### src/rtl/pam_tx_pkg.sv
// Shared types and helpers for the PAM transmit path: FSM state encoding,
// Gray-to-binary conversion and PAM level computation.
package pam_tx_pkg;

  typedef enum logic {
    PREAMBLE = 1'b0,
    DATA     = 1'b1
  } state_t;

  // Symbol words are at most 4 bits wide; narrower words arrive zero-extended,
  // which leaves the conversion of the live bits unchanged.
  function automatic logic [3:0] gray2bin(input logic [3:0] g);
    logic [3:0] b;
    b[3] = g[3];
    for (int i = 2; i >= 0; i--) begin
      b[i] = b[i+1] ^ g[i];
    end
    return b;
  endfunction

  function automatic int pam_level(input int k, input int m, input int amplitude);
    return (2 * k - (m - 1)) * amplitude;
  endfunction

endpackage

### src/rtl/pam_gray_mapper.sv
// Combinational Gray-coded symbol word to signed PAM-M amplitude mapper.
// Kept standalone so the QAM transmitter can reuse it per rail.
module pam_gray_mapper
  import pam_tx_pkg::*;
#(
  parameter int BitsPerSymbol    = 2,
  parameter int Amplitude        = 256,
  parameter int OutputLengthBits = 12
) (
  input  logic        [BitsPerSymbol-1:0]    sym_i,
  output logic signed [OutputLengthBits-1:0] level_o
);

  localparam int M = 2 ** BitsPerSymbol;

  logic [3:0] binIdx;
  int         levelInt;

  always_comb begin
    binIdx   = gray2bin(4'(sym_i));
    levelInt = pam_level(int'(binIdx), M, Amplitude);
    level_o  = OutputLengthBits'(levelInt);
  end

endmodule

### src/rtl/pam_symbol_upsampler.sv
// PAM symbol source: Gray-maps input symbols and zero-stuffs them to
// SamplesPerSymbol output samples. Optional preamble via PAM_TX_PREAMBLE_EN.
module pam_symbol_upsampler
  import pam_tx_pkg::*;
#(
  parameter int SamplesPerSymbol = 4,
  parameter int BitsPerSymbol    = 2,
  parameter int Amplitude        = 256,
  parameter int OutputLengthBits = 12,
  parameter int PreambleSymbols  = 32
) (
  input  logic                               clk,
  input  logic                               rst,
  input  logic        [BitsPerSymbol-1:0]    in,
  input  logic                               in_valid,
  output logic                               in_ready,
  output logic signed [OutputLengthBits-1:0] out,
  output logic                               out_valid,
  input  logic                               out_ready,
  output logic                               symbol_strobe
);

  localparam int M        = 2 ** BitsPerSymbol;
  localparam int MaxLevel = (M - 1) * Amplitude;
  localparam int MaxRep   = 2 ** (OutputLengthBits - 1) - 1;
  localparam int PhaseW   = (SamplesPerSymbol > 2) ? $clog2(SamplesPerSymbol) : 1;

  typedef logic [PhaseW-1:0] phase_t;
  typedef logic signed [OutputLengthBits-1:0] sample_t;

  localparam phase_t LastPhase = phase_t'(SamplesPerSymbol - 1);

  if (SamplesPerSymbol < 2 || (SamplesPerSymbol % 2) != 0) begin : gBadSps
    $error("SamplesPerSymbol must be even and >= 2");
  end
  if (BitsPerSymbol < 1 || BitsPerSymbol > 4) begin : gBadBps
    $error("BitsPerSymbol must be in 1..4");
  end
  if (MaxLevel > MaxRep) begin : gBadWidth
    $error("OutputLengthBits too narrow for (M-1)*Amplitude");
  end
  if (PreambleSymbols < 1) begin : gBadPre
    $error("PreambleSymbols must be >= 1");
  end

  sample_t out_q, out_d;
  logic    outValid_q, outValid_d;
  logic    strobe_q, strobe_d;
  phase_t  phase_q, phase_d;

  sample_t dataLevel;
  logic    lastSample, consume, slotFree, accept;
  logic    inData, preLoad;
  sample_t preLevel;

  pam_gray_mapper #(
    .BitsPerSymbol   (BitsPerSymbol),
    .Amplitude       (Amplitude),
    .OutputLengthBits(OutputLengthBits)
  ) uMapper (
    .sym_i  (in),
    .level_o(dataLevel)
  );

  assign lastSample = (phase_q == LastPhase);
  assign consume    = outValid_q && out_ready;
  // The output register can take a new symbol when empty or when its last
  // sample leaves this cycle; there is deliberately no skid buffer.
  assign slotFree   = !outValid_q || (consume && lastSample);
  assign in_ready   = inData && slotFree;
  assign accept     = in_valid && in_ready;

`ifdef PAM_TX_PREAMBLE_EN
  localparam int PreW = (PreambleSymbols > 1) ? $clog2(PreambleSymbols) : 1;

  state_t          state_q, state_d;
  logic [PreW-1:0] preCnt_q, preCnt_d;
  logic            symDone, preLastSym, preNeg;

  assign symDone    = consume && lastSample;
  assign preLastSym = (preCnt_q == PreW'(PreambleSymbols - 1));
  assign inData     = (state_q == DATA);
  assign preLoad    = (state_q == PREAMBLE) && slotFree && !(symDone && preLastSym);
  // The counter lags by one symbol when the next one loads on a consume edge.
  assign preNeg     = preCnt_q[0] ^ symDone;
  assign preLevel   = preNeg ? sample_t'(-MaxLevel) : sample_t'(MaxLevel);

  always_comb begin
    state_d  = state_q;
    preCnt_d = preCnt_q;
    if (state_q == PREAMBLE && symDone) begin
      if (preLastSym) begin
        state_d = DATA;
      end else begin
        preCnt_d = preCnt_q + 1'b1;
      end
    end
  end

  always_ff @(posedge clk or posedge rst) begin
    if (rst) begin
      state_q  <= PREAMBLE;
      preCnt_q <= '0;
    end else begin
      state_q  <= state_d;
      preCnt_q <= preCnt_d;
    end
  end
`else
  assign inData   = 1'b1;
  assign preLoad  = 1'b0;
  assign preLevel = '0;
`endif

  always_comb begin
    out_d      = out_q;
    outValid_d = outValid_q;
    strobe_d   = strobe_q;
    phase_d    = phase_q;
    if (accept || preLoad) begin
      out_d      = accept ? dataLevel : preLevel;
      outValid_d = 1'b1;
      strobe_d   = 1'b1;
      phase_d    = '0;
    end else if (consume) begin
      out_d    = '0;
      strobe_d = 1'b0;
      if (lastSample) begin
        outValid_d = 1'b0;
        phase_d    = '0;
      end else begin
        phase_d = phase_q + 1'b1;
      end
    end
  end

  always_ff @(posedge clk or posedge rst) begin
    if (rst) begin
      out_q      <= '0;
      outValid_q <= 1'b0;
      strobe_q   <= 1'b0;
      phase_q    <= '0;
    end else begin
      out_q      <= out_d;
      outValid_q <= outValid_d;
      strobe_q   <= strobe_d;
      phase_q    <= phase_d;
    end
  end

  assign out           = out_q;
  assign out_valid     = outValid_q;
  assign symbol_strobe = strobe_q;

endmodule

### config.mk
export PLATFORM = sky130hd
export DESIGN_NAME = pam_symbol_upsampler
export DESIGN_NICKNAME = d
export VERILOG_FILES = /design/src/rtl/pam_tx_pkg.sv /design/src/rtl/pam_gray_mapper.sv /design/src/rtl/pam_symbol_upsampler.sv
export SDC_FILE = /design/constraint.sdc
export NUM_CORES = 1
export LEC_CHECK = 0
export CAP_MARGIN = 5
export CORE_MARGIN = 5
export CORE_UTILIZATION = 55
export CTS_BUF_LIST = sky130_fd_sc_hd__clkbuf_4
export DETAILED_ROUTE_END_ITERATION = 10
export DONT_BUFFER_PORTS = 1
export GPL_ROUTABILITY_DRIVEN = 0
export PLACE_DENSITY = 0.7
export SLEW_MARGIN = 20
export SYNTH_ARGS = -nofsm -noshare
export SYNTH_HDL_FRONTEND = slang
export SYNTH_HIERARCHICAL = 1
export SYNTH_SLANG_ARGS = --single-unit
### constraint.sdc
create_clock -name clk -period 1.7 [get_ports clk]
set_clock_uncertainty 0.05 [all_clocks]
set_input_delay 0.17 -clock clk [delete_from_list [all_inputs] [get_ports clk]]
set_output_delay 0.17 -clock clk [all_outputs]
set_load 0.1 [all_outputs]
Word level (Yosys, flattened, before mapping)
Cells that the tools add are included.
W data, S select, Z words.
{"block": "word_totals", "input_bits": 6, "n_memories": 0, "mem_bits_rw": 0, "latchBits": 0, "output_inout_bits": 15, "romBits": 0, "regBits": 16, "word_cells": 26}
{"block": "op_classes", "mul": 0, "div": 0, "mux": 10, "shifts": 0, "bitwise": 1, "n_reduce_logical": 8, "n_eq_ne": 1, "order_cmp": 0, "addsub": 2}
{"op": "$mux W12", "count": 2}
{"op": "$mux W2", "count": 3}
{"op": "$mux W1", "count": 5}
{"op": "$reduce_bool A2 Y1", "count": 2}
{"op": "$sub A3 B2 Y4 const B", "count": 1}
{"op": "$logic_and A1 B1 Y1", "count": 3}
{"op": "$add A2 B1 Y2 const B", "count": 1}
{"op": "$eq A2 B2 Y1 const B", "count": 1}
{"op": "$reduce_and A2 Y1", "count": 1}
{"op": "$logic_not A1 Y1", "count": 1}
{"op": "$logic_or A1 B1 Y1", "count": 1}
{"op": "$xor A1 B1 Y1", "count": 1}

Depth between registers and ports, before layout
Gate-level depths: netlist (run 1).
{"block": "depth", "ltp_word": 6, "ltp_mapped": 4, "depth_no_buf": 3}

Cells and area by module
Netlist (run 1), hierarchy kept.
{"mod": "pam_symbol_upsampler", "cells_each": 69, "seq_area_each_um2": 400.4, "area_per_inst_um2": 799.5, "instances": 1}
{"mod": "pam_gray_mapper", "cells_each": 14, "seq_area_each_um2": 0.0, "area_per_inst_um2": 95.1, "instances": 1}

Worst setup path before layout (run 1)
OpenSTA, ideal clock, no wires.
{"block": "synth_path", "path_type": "register to register", "startpoint": "reg outValid_q, in the netlist out_valid", "endpoint": "reg strobe_q, in the netlist symbol_strobe", "path_buffers": 2, "slack_ns": -0.249, "required_time_ns": 1.528, "path_stages_with_launch": 5, "synth_period_minus_slack_ns": 1.949, "setup_time_ns": 0.122, "arrival_time_ns": 1.777, "path_cell_list": "dfrtp_1 buf_4 a21bo_1 buf_6 a22o_1"}
{"block": "synth_between", "elab_chain_cells": 5, "elab_cells_between_ends": 7, "classes_between": "1 x mux; 6 x reduce/logical"}
{"element": "from (decl)", "line": "pam_symbol_upsampler.sv:47", "source": "logic outValid_q, outValid_d;"}
{"element": "from (signal assigned)", "line": "pam_symbol_upsampler.sv:145", "source": "outValid_q <= outValid_d;"}
{"element": "$logic_and A1 B1 Y1", "line": "pam_symbol_upsampler.sv:66", "source": "assign consume = outValid_q && out_ready;"}
{"element": "$logic_and A1 B1 Y1", "line": "pam_symbol_upsampler.sv:69", "source": "assign slotFree = !outValid_q || (consume && lastSample);"}
{"element": "$logic_or A1 B1 Y1 (*)", "line": "pam_symbol_upsampler.sv:69"}
{"element": "net in_ready", "line": "pam_symbol_upsampler.sv:16", "source": "output logic in_ready,"}
{"element": "$logic_and A1 B1 Y1 (*)", "line": "pam_symbol_upsampler.sv:71", "source": "assign accept = in_valid && in_ready;"}
{"element": "$mux W1 or $reduce_bool A2 Y1 (tied branches)"}
{"element": "to (signal assigned)", "line": "pam_symbol_upsampler.sv:146", "source": "strobe_q <= strobe_d;"}
{"element": "to (decl)", "line": "pam_symbol_upsampler.sv:48", "source": "logic strobe_q, strobe_d;"}
Mark *: on every way through the listed nets, which the timed path passes. The rest lies on a longest branch.
A chain may end at the register's enable or synchronous reset.

Worst setup path in the final report (run 1)
{"block": "layout_path", "startpoint": "reg phase_q[0]", "endpoint": "out in_ready"}
{"block": "layout_between", "elab_chain_cells": 3}
{"element": "from (decl)", "line": "pam_symbol_upsampler.sv:49", "source": "phase_t phase_q, phase_d;"}
{"element": "from (signal assigned)", "line": "pam_symbol_upsampler.sv:147", "source": "phase_q <= phase_d;"}
{"element": "$eq A2 B2 Y1", "line": "pam_symbol_upsampler.sv:65", "source": "assign lastSample = (phase_q == LastPhase);"}
{"element": "$logic_and A1 B1 Y1", "line": "pam_symbol_upsampler.sv:69"}
{"element": "$logic_or A1 B1 Y1", "line": "pam_symbol_upsampler.sv:69"}
{"element": "to (decl)", "line": "pam_symbol_upsampler.sv:16"}
Every way passes these cells.

==> metrics list, run 1 <==
- Across the run, the number of max-cap violations was 0.
* Combinational family with the most area after synthesis: compound AO/OA/AOI/OAI gates
* Worst endpoint required time: 1.48 ns
* Number of design rule violations left after detail routing: 0
* Maximum number of pins on one net before global-route repair: 23
* TritonCTS buffer count: 3
- Via density per instance: 5.563
- Of the synthesized area, sequential elements account for 0.4476.
* Synthesis-to-layout area growth: 12.59%
* Parity-gate share of the synthesized area counting xor and xnor cells: 0.009790
- The die covers 2533 um2.
- Slew margin rel.: 0.5920
- The first global-routing pass estimated 3091 um of wire.
* Number of endpoints failing setup at the final stage: 0
* Mean routed wirelength per cell: 15.90 um
- At the pin with the least slew margin, the transition time is 0.6113 ns.
- The share of total power dissipated in combinational logic is 0.557.
- Wire length after detailed routing: 1781 um
- VDD IR-drop max: 0.8197 mV
- The mapped netlist covers 894.6 um2.
* GR Overflow Total: 0
- Of the total synthesized cell area, the portion taken by AND, OR, NAND and NOR gates is 0.1189.
- Commonest non-fill, non-tap cells in the layout: sky130_fd_sc_hd__dfrtp_1 (15), sky130_fd_sc_hd__buf_4 (15), sky130_fd_sc_hd__nand2_1 (10)
- The cell family contributing the most delay on the critical path is flip-flops.
- Maximum net fanout on the critical path: 5
* Buffers on Ports: 0
- The repair_antennas step left the layout with diodes totalling 0.
* Area taken by multi-input logic gates: 394.1 um2
- Of the total synthesized cell area, the portion taken by full adders, half adders and majority gates is 0.01399.
* Final cycle utilization of the critical path: 0.9447
- Cell count of the worst reg-to-reg path: 4
- Once placement finished, the instance area stood at 943.4 um2.
- No sink is reached through more buffers than the 2 on the longest clock path.
- The worst hold path was traced through 2 stages.
- The flow ran to the end, and the final reports show no timing, DRC or antenna violations.
- In this run the worst setup path begins at phase_q[0].
- Number of sinks driven by the clock tree: 16
- Hold worst-path end: out[10]
* Buffers inserted during post-CTS setup optimization: 0
- Final net count: 104
* CP startpoint kind: flip-flop
* Series of cell instances along the critical path: ha_1, a21bo_2, buf_8
- Antenna Nets Post-Route: 0
- Clk_lat worst skew: 0.28 ns
* CTS root buffer: sky130_fd_sc_hd__clkbuf_4
- Of the cells placed in the final design, the portion with a size suffix greater than 1 is 0.2292.
- After layout, the minimum clock period comes to 1.606 ns.
- For this configuration, the core starts out at a cell density of 0.5870.
* Fill cell instance count of the final layout: 118
- Cells after synthesis: 83
* Crit path max-delay cell type: sky130_fd_sc_hd__dfrtp_1
* Number of synthesized register bits: 16
* Worst reg2reg endpoint: out_valid
- Total global-route track usage: 0.1536
- The critical path is of the reg2out type.
- CTS built an H-tree with a depth of 1.
* Placed wire-length estimate after detailed placement: 1222 um
* Worst hold path startpoint: in_valid
- CTS tree: built
- Max Slew Vio Count: 0
* Syn Area/Cell: 10.78 um2
* Peak per-stage delay on the critical path: 0.41 ns
- Clock-pin slew of the registers on the worst-case setup and hold paths: 0.10 ns
* Floorplan die height: 50.33 um
- The share of total power dissipated in sequential elements is 0.323.
* Reg2Reg Setup Slack: 0.40 ns
- Measured along the x axis, the die boundary spans 50.33 um.
- Synth cell types: 20
- Antenna violations before repair: 0
* Number of global-route vias before repair: 656
- Summing over every cut layer, the via total after detailed routing is 623.
* Static Leak: 0.4996 nW
- STA classifies the critical path endpoint as an output port.
* Internal power of the cells: 784.7 uW
- The Yosys step of the flow raised 6 warnings.
- Reported net switching power: 893.7 uW
* Max frequency: 622.7 MHz
* Row count: 14
- Before antenna repair, the detailed router went through 4 iterations.
- Area of all sequential standard cells: 401.6 um2
- The total area inside the core boundary comes to 1524 um2.
* Detailed Route Iter0 Violations: 8
* Startpoint of the most critical register-to-register path: phase_q[0]
* Worst Slack Setup Final: 0.09403 ns
- Net switching share of the total power: 0.5325
- Pre-CTS setup slack: 0.3300 ns
- For this design the ratio of total power to cell area is 1666 nW/um2.
* Clock share of power: 0.120
- Worst EP arrival: 1.39 ns
- In this run the count of I/O pins placed on the die edge is 21.
- Mux share of post-synthesis cell area: 0.09371
- Non-Filler Cell Area, Final: 1007 um2
- TNS Setup: 0 ns
* Total count of hold-check failures in the final report: 0
- Hold Path Class: in2reg
* Worst path buffer plus inverter count: 1
- Setup repair after global routing left no endpoint under its margin.
- The area fraction in compound gates after synthesis was 0.1664.
## kinds of logic after synthesis
group                      Yosys count
xor gates and xnor gates             1
adders and majority gates            1
muxes                                8
DFF                                 16
other                                2
AOI/OAI and AO/OA                   16
buffers and inverters               19
and+or+nand+nor                     20
## flip-flops by register name (all words and copies together), names as in the netlist
| name | flops |
|---|---|
| out_valid | 1 |
| symbol_strobe | 1 |
| phase_q | 2 |
| out | 12 |
## worst max path at each step
stage / slack [ns] / end / cells past startpoint
floorplan: 0.04 / symbol_strobe / 4
detailed placement: 0.33 / out_valid / 4
global route: 0.02 / in_ready / 3
global placement: 0.37 / out_valid / 3
finish: 0.09 / in_ready / 3
CTS: 0.04 / in_ready / 3
## layer usage
metal  vias up  global-route usage  part of all wire
met5         -                   0                 0
met4         0             0.03404                 0
met3         0             0.03846             0.038
met2        11              0.2510              0.50
met1       302              0.2056              0.47
li1        310                   -                 -
## per-stage QoR
step / power, mW / std cells / hold slack, ns / utilization
6_report: 1.678 / 112 / 0.02181 / 0.6609
4_1_cts: 1.672 / 111 / 0.01245 / 0.6494
3_3_place_gp: 1.445 / 105 / 0.1052 / 0.6190
3_5_place_dp: 1.467 / 105 / 0.1081 / 0.6190
2_1_floorplan: 1.324 / 90 / 0.03367 / -
5_1_grt: 1.767 / 112 / 0.01587 / 0.6609
## timing repair
action | 4_1_cts | 5_1_grt
resized for setup | 0 | 3
hold buffers | 2 | 1
endpoints found under the hold margin | 18 | 1
endpoints found under the setup margin | 0 | 1
## layout make-up
type	count	area share
Tap cell	16	0.01988
Clock inverter	1	0.003727
Sequential cell	16	0.3988
Clock buffer	3	0.02236
Inverter	2	0.007453
Multi-Input combinational cell	55	0.3913
Timing Repair Buffer	19	0.1565
## cell usage after synthesis
| cell type | number | share of area |
|---|---|---|
| sky130_fd_sc_hd__a21bo_1 | 1 | 0.011 |
| sky130_fd_sc_hd__a22o_1 | 2 | 0.020 |
| sky130_fd_sc_hd__a32o_1 | 6 | 0.067 |
| sky130_fd_sc_hd__and3_1 | 1 | 0.0070 |
| sky130_fd_sc_hd__buf_2 | 2 | 0.011 |
| sky130_fd_sc_hd__buf_4 | 12 | 0.10 |
| sky130_fd_sc_hd__buf_6 | 1 | 0.013 |
| sky130_fd_sc_hd__clkbuf_1 | 2 | 0.0084 |
| sky130_fd_sc_hd__conb_1 | 2 | 0.0084 |
| sky130_fd_sc_hd__dfrtp_1 | 16 | 0.45 |
| sky130_fd_sc_hd__ha_1 | 1 | 0.014 |
| sky130_fd_sc_hd__inv_1 | 2 | 0.0084 |
| sky130_fd_sc_hd__mux2i_1 | 7 | 0.078 |
| sky130_fd_sc_hd__mux2i_2 | 1 | 0.015 |
| sky130_fd_sc_hd__nand2_1 | 10 | 0.042 |
| sky130_fd_sc_hd__nand2b_1 | 1 | 0.0070 |
| sky130_fd_sc_hd__nand3b_1 | 7 | 0.059 |
| sky130_fd_sc_hd__nor2_1 | 1 | 0.0042 |
| sky130_fd_sc_hd__o221ai_1 | 7 | 0.069 |
| sky130_fd_sc_hd__xor2_1 | 1 | 0.0098 |
## power by group through the flow
stage                     Clock (mW)  Combinational, mW  Sequential [mW]
final                          0.202              0.935            0.542
after global routing           0.239              0.972            0.556
after CTS                      0.205              0.924            0.543
after detailed placement           0              0.918            0.549
after global placement             0              0.904            0.542
after floorplan                    0              0.313             1.01
(Power assumes the default switching activity.)
==> run 2: changes to the inputs <==
--- a/config.mk
+++ b/config.mk
@@ -5,6 +5,7 @@
 export SDC_FILE = /design/constraint.sdc
 export NUM_CORES = 1
 export LEC_CHECK = 0
+export ABC_AREA = 1
 export CAP_MARGIN = 5
 export CORE_MARGIN = 5
 export CORE_UTILIZATION = 55
==> run 2 against run 1 <==
Effect of this change:
- routed wire length decreased by 8.8%
- via count down 1.9%
- synthesized area shrank 2.8%
- register-to-register slack improved by 0.07 ns
- worst setup slack improved by 0.030 ns
- first-iteration DRC count increased by 88%
- synthesized cell count grew 11%
- final area fell by 4.3%
==> metrics list, run 2 <==
* Detailed Routing Iterations Pass 1: 3 (-1)
- Peak per-stage delay on the critical path: 0.41 ns (about the same)
- Placed cell area: 917.1 um2 (-2.8%)
* Synthesis-to-layout area growth: 10.79%
* Floorplan Core Area: 1506 um2 (-1.1%)
- The count of routing violations after the opening detailed-route iteration was 15 (+7).
- First-pass GRT wire length: 2835 um (-8.3%)
- Maximum net fanout on the critical path: 11 (+6)
* Hold Path Class: in2reg
* Largest area contributor in the synthesized netlist: sky130_fd_sc_hd__dfrtp_1
- Top cell family by delay on the critical path: flip-flops
- Worst endpoint required time: 1.48 ns (about the same)
* Slew of the pin with the lowest slew margin: 0.6062 ns (-0.005131 ns)
- The detailed placer's ending HPWL was 1090 um (-11%).
* CP startpoint kind: flip-flop
* Width of the die: 49.76 um (-1.1%)
- Non-Filler Cell Area, Final: 963.4 um2 (-4.3%)
- Buffers inserted during post-CTS setup optimization: 0 (unchanged)
- Crit path max-delay cell type: sky130_fd_sc_hd__dfrtp_1
* Post-synth top flop: sky130_fd_sc_hd__dfrtp_1
- Final Util: 0.6395 (-0.02138)
* Unrepaired setup endpoints after global routing: no
- The filler-free cell count of the finished design is 122 (+8.9%).
* Area of the die: 2476 um2 (-2.3%)
* Max frequency: 634.4 MHz (+1.9%)
* Maximum number of pins on one net before global-route repair: 17 (-26%)
- Biggest area contributors in the synthesized netlist: sky130_fd_sc_hd__dfrtp_1 (46%), sky130_fd_sc_hd__nand3_2 (12%), sky130_fd_sc_hd__nand3_1 (9.8%), sky130_fd_sc_hd__buf_4 (9.5%), sky130_fd_sc_hd__nand2_1 (8.6%)
* Buffers on Ports: 0 (unchanged)
- The data arrival time at the worst-slack endpoint is 1.36 ns (-0.03 ns).
- Number of global-route vias before repair: 591 (-9.9%)
* Mean routed wirelength per cell: 13.31 um (-16%)
* Floorplan die height: 49.76 um (-1.1%)
- Max-Cap Viols: 0 (unchanged)
- By count the netlist is led by sky130_fd_sc_hd__nand2_1 (20), sky130_fd_sc_hd__nand3_1 (17), sky130_fd_sc_hd__dfrtp_1 (16), sky130_fd_sc_hd__buf_4 (11), sky130_fd_sc_hd__nand3_2 (10).
- Row count: 14 (unchanged)
* GR Overflow Total: 0 (unchanged)
- TritonCTS built the clock tree.
* Cells after synthesis: 92 (+11%)
- The flow ran to the end, and the final reports show no timing, DRC or antenna violations.
- Slew margin rel.: 0.5954 (+0.003424)
* Antenna Nets Post-Route: 0 (unchanged)
- Part of the Yosys area used for sequential elements: 0.4604 (+0.01288)
- Most common cell after layout, fill and taps aside: sky130_fd_sc_hd__nand2_1
- The post-route clock period utilization is 0.9272 (-0.01752).
- The final total negative setup slack was 0 ns (unchanged).
- The initial antenna violation count came to 0 (unchanged).
* Initial Utilization: 0.5772 (-0.009785)
* Synth cell types: 15 (-25%)
* Commonest non-fill, non-tap cells in the layout: sky130_fd_sc_hd__nand2_1 (20), sky130_fd_sc_hd__nand3_1 (17), sky130_fd_sc_hd__dfrtp_1 (15)
* Clock period minus worst slack: 1.576 ns (-0.02979 ns)
- Antenna diode instance count: 0 (unchanged)
- The number of nets in the final layout came to 114 (+9.6%).
* Number of sinks driven by the clock tree: 16 (unchanged)
- Total via count after detailed routing: 611 (-1.9%)
* Proportion of synthesized flip-flops having asynchronous set or reset: 1.000 (unchanged)
- The synthesized area came to 869.6 um2 (-2.8%).
* Yosys Warn Count: 6 (unchanged)
- The buffering stage count on the worst path with inverters included was 1 (unchanged).
* Wire length after detailed routing: 1624 um (-8.8%)
- Total global-route track usage: 0.1511 (-0.002514)
- Number of synthesized register bits: 16 (unchanged)
* Deepest clock path buffer count: 2 (unchanged)
* Clk_lat worst skew: 0.29 ns (about the same)
* Number of flip-flops in the largest register: 12 (unchanged)
- The final number of setup-violating endpoints came to 0 (unchanged).
- The number of ports placed on the die boundary was 21 (unchanged).
* Crit. End Element: output port
- Placed instance count: 116 (+10%)
* Library cell with the highest instance count after synthesis: sky130_fd_sc_hd__nand2_1
- Via density per instance: 5.008 (-10%)
- The share of layout cells above drive strength 1 was 0.3302 (+0.1010).
* Syn Area/Cell: 9.452 um2 (-12%)
- Count of cells resized by post-cts repair: 0 (unchanged)
- The tree is rooted in a sky130_fd_sc_hd__clkbuf_4.
- Post-CTS Hold Fix Bufs: 2 (unchanged)
* Kind of critical path: reg2out
* Fill cell instance count of the final layout: 133 (+13%)
* Number of design rule violations left after detail routing: 0 (unchanged)
* TritonCTS buffer count: 3 (unchanged)
- The maximum level of the CTS H-tree was 1 (unchanged).
- The count of flip-flops with a built-in enable after synthesis came to 0 (unchanged).
* Series of cell instances along the critical path: ha_1, nand2_1, nand2_2, buf_12
- Total count of hold-check failures in the final report: 0 (unchanged)
- The final count of pins violating max slew came to 0 (unchanged).
* Share of the synthesized area in the top cell type: 0.4604 (+0.01288)
* Clock-pin slew of the registers on the worst-case setup and hold paths: 0.10 ns (about the same)
-- run 2: changes by cell type after synthesis, sizes merged, moves of 2 or more --
| cell | previous run | this run |
|---|---|---|
| a22o | 2 | 0 |
| nand3 | 0 | 27 |
| o221ai | 7 | 0 |
| a32o | 6 | 0 |
| nand3b | 7 | 0 |
| inv | 2 | 6 |
| nand2 | 10 | 24 |
| mux2i | 8 | 0 |
| clkbuf | 2 | 0 |
-- run 2: routing by layer --
metal  global-route usage  up-vias  wire length, um
li1                     -      305                -
met1               0.1942      290              688
met2               0.2288       14              828
met3              0.04217        2               90
met4              0.07860        0               17
met5                    0        -                0
-- run 2: path summary, 6_finish.rpt --
check,slack (ns),end,cells after the start,from
setup reg to reg,0.47,phase_q[1],6,phase_q[1]
setup / recovery,0.12,in_ready,4,phase_q[1]
min in group asynchronous,0.33,out[1],2,rst
hold / removal,0.01,phase_q[0],2,out_ready
max in group asynchronous,0.84,out_valid,2,rst
hold reg to reg,0.47,out[7],2,out[7]
-- run 2: logic make-up (layout without fill, tap and decap cells) --
| kind of cell | after synthesis | count (layout) | synth area share |
|---|---|---|---|
| simple gates | 52 | 52 | 0.3410 |
| buf+inv | 20 | 27 | 0.1698 |
| flops | 16 | 16 | 0.4604 |
| other cells | 2 | 9 | 0.008636 |
| fa+ha+maj | 1 | 1 | 0.01439 |
| compound gates | 1 | 1 | 0.005750 |
-- run 2: area by class of cell --
cell class / count / area [um2] / area share
flip-flops and latches: 16 / 401.6 / 0.4169
multi-input cells: 63 / 347.8 / 0.3610
repair buffers: 17 / 145.1 / 0.1506
clock buffers: 3 / 22.52 / 0.02338
inverters: 6 / 22.52 / 0.02338
well taps: 16 / 20.02 / 0.02078
clock inverters: 1 / 3.754 / 0.003896
-- run 2: through the flow --
step	setup slack [ns]	hold slack (ns)
after floorplan	0.3014	0.03367
after global placement	0.4817	0.1070
after detailed placement	0.4642	0.1150
after CTS	0.1326	0.01523
after global routing	0.05196	0.02798
final	0.1238	0.01236
Power of run 2 is not shown: default switching activity piles up to over one toggle a cycle in this logic, so the estimate is an artifact.
==> run 3: changes to the inputs <==
--- a/config.mk
+++ b/config.mk
@@ -13,6 +13,7 @@
 export DETAILED_ROUTE_END_ITERATION = 10
 export DONT_BUFFER_PORTS = 1
 export GPL_ROUTABILITY_DRIVEN = 0
+export GPL_TIMING_DRIVEN = 0
 export PLACE_DENSITY = 0.7
 export SLEW_MARGIN = 20
 export SYNTH_ARGS = -nofsm -noshare
==> run 3 against run 2 <==
Effect of this change:
- fmax decreased by 2.7%
- register-to-register slack worse by 0.16 ns
- final cell count down 0.82%
- sequential share of layout area barely moved
- routed wire length fell by 3.3%
- critical path depth decreased by 2
- die area did not move
- clock-buffer cell count unchanged
- non-clock buffer count down 1
- via count down 0.65%
==> metrics list, run 3 (synthesized netlist as in run 2, its figures left out) <==
- Result of the run: finished clean
- Series of cell instances along the critical path: nand2_2, buf_8
* Crit. End Element: output port
* Antenna violations before repair: 0 (unchanged)
- Buffers inserted during post-CTS setup optimization: 0 (unchanged)
- The share of layout cells above drive strength 1 was 0.3238 (-0.006379).
- Mean routed wirelength per cell: 12.98 um (-2.5%)
- Total count of hold-check failures in the final report: 0 (unchanged)
- Floorplan Core Area: 1506 um2 (unchanged)
- CTS root buffer: sky130_fd_sc_hd__clkbuf_4
- CP startpoint kind: flip-flop
- The clock period minus final worst setup slack was 1.619 ns (+0.04327 ns).
* Peak per-stage delay on the critical path: 0.65 ns (+0.24 ns)
- The max capacitance violation total was 0 (unchanged).
- The highest net fanout along the worst path came to 10 (-1).
- H-tree Lvls: 1 (unchanged)
- Top cell family by delay on the critical path: flip-flops
* Commonest non-fill, non-tap cells in the layout: sky130_fd_sc_hd__nand2_1 (20), sky130_fd_sc_hd__nand3_1 (17), sky130_fd_sc_hd__dfrtp_1 (15)
- Width of the die: 49.76 um (unchanged)
- Final net count: 113 (-0.88%)
- Row count: 14 (unchanged)
- Total global-route track usage: 0.1492 (-0.001909)
- The final antenna diode count is 0 (unchanged).
- The number of iterations in the first detailed-routing pass came to 4 (+1).
- Placed wire-length estimate after detailed placement: 1101 um (+0.97%)
- Kind of critical path: reg2out
- The number of input and output port buffers inserted came to 0 (unchanged).
* Worst endpoint required time: 1.48 ns (about the same)
- The relative slew slack came to 0.3879 (-0.2075).
- The buffering stage count on the worst path with inverters included was 1 (unchanged).
* Wire length after detailed routing: 1571 um (-3.3%)
* Number of global-route vias before repair: 598 (+1.2%)
* Unrepaired setup endpoints after global routing: no
- TNS Setup: 0 ns (unchanged)
- The cell total after placement came to 115 (-0.86%).
* Number of flip-flops in the largest register: 12 (unchanged)
- Maximum number of pins on one net before global-route repair: 17 (unchanged)
- First-pass GRT wire length: 2829 um (-0.21%)
- Initial Utilization: 0.5772 (unchanged)
* TritonCTS buffer count: 3 (unchanged)
- Non-Filler Cell Area, Final: 969.7 um2 (+0.65%)
- Compared with the post-synthesis result, the final layout area differs by 11.51%.
* Number of endpoints failing setup at the final stage: 0 (unchanged)
* Hold Path Class: in2reg
* Detailed Route Iter0 Violations: 9 (-6)
- Crit path max-delay cell type: sky130_fd_sc_hd__dfrtp_4
- Clock-pin slew of the registers on the worst-case setup and hold paths: 0.10 ns (about the same)
- The post-route clock period utilization came to 0.9526 (+0.02545).
* Deepest clock path buffer count: 2 (unchanged)
* Antenna Nets Post-Route: 0 (unchanged)
- The filler-free cell count of the finished design is 121 (-0.82%).
- Placed cell area: 917.1 um2 (unchanged)
- Area of the die: 2476 um2 (unchanged)
* Number of top-level design ports: 21 (unchanged)
- Number of design rule violations left after detail routing: 0 (unchanged)
* Fill cell instance count of the final layout: 130 (-2.3%)
- Most common cell after layout, fill and taps aside: sky130_fd_sc_hd__nand2_1
- Max Slew Vio Count: 0 (unchanged)
- Max frequency: 617.5 MHz (-2.7%)
* Floorplan die height: 49.76 um (unchanged)
- Number of sinks driven by the clock tree: 16 (unchanged)
- The detailed-route via count is 607 (-0.65%).
- The slew at the pin closest to its max-slew limit was 0.9181 ns (+0.3120 ns).
- The data arrival time at the worst-slack endpoint came to 1.40 ns (+0.04 ns).
- GR Overflow Total: 0 (unchanged)
* Clk_lat worst skew: 0.28 ns (about the same)
* CTS tree: built
* Via density per instance: 5.017 (+0.17%)
[run 3: cell types whose count changed in the layout (fill, tap and decap cells not counted)]
cell / delta
sky130_fd_sc_hd__buf_4: -3
sky130_fd_sc_hd__buf_6: +1
sky130_fd_sc_hd__buf_8: +1
sky130_fd_sc_hd__dfrtp_2: -1
sky130_fd_sc_hd__dfrtp_4: +1
[run 3: path summary, 6_finish.rpt]
path	start	endpoint	slack, ns	cells past startpoint
max	out_valid	in_ready	0.08	2
min	in[1]	out[10]	0.03	3
max reg2reg	out_valid	out[11]	0.31	4
min reg2reg	phase_q[1]	phase_q[1]	0.50	2
max in group asynchronous	rst	out_valid	0.80	2
min in group asynchronous	rst	out[1]	0.35	2
[run 3: stage by stage]
stage	setup slack [ns]	util	hold slack (ns)
6_report	0.08055	0.6437	0.03105
5_1_grt	0.01782	0.6437	0.01811
4_1_cts	0.04534	0.6412	0.02591
3_5_place_dp	0.2045	0.6088	0.1244
3_3_place_gp	0.2191	0.6088	0.1172
2_1_floorplan	0.3014	-	0.03367
[run 3: final cells by class]
type	count	area, um2	area share
buffer	14	128.9	0.1329
clock buffer	3	22.52	0.02323
clock inverter	1	3.754	0.003871
inverter	6	22.52	0.02323
multi-input combinational	63	347.8	0.3587
sequential	16	404.1	0.4168
tap	16	20.02	0.02065
timing repair buffer	2	20.02	0.02065
[run 3: per-layer routing]
metal  global-route usage  up-vias  share of wire
li1                     -      304              -
met1               0.1765      286           0.43
met2               0.2394       15           0.49
met3              0.06325        2          0.072
met4              0.05240        0         0.0064
met5                    0        -              0
[run 3: what timing repair did]
action / in CTS / in global routing
resized for setup: 1 / 1
hold endpoints to repair: 20 / 0
hold buffers: 2 / 0
setup endpoints to repair: 1 / 1
[run 3: worst reg2reg max path, cell delays in order, from the launching register on]
cell and delay [ns]:
sky130_fd_sc_hd__dfrtp_4 0.65, sky130_fd_sc_hd__nand2_2 0.21, sky130_fd_sc_hd__buf_8 0.25, sky130_fd_sc_hd__nand3_1 0.11
sky130_fd_sc_hd__nand2_1 0.07
Power of run 3 is left out for the same reason.
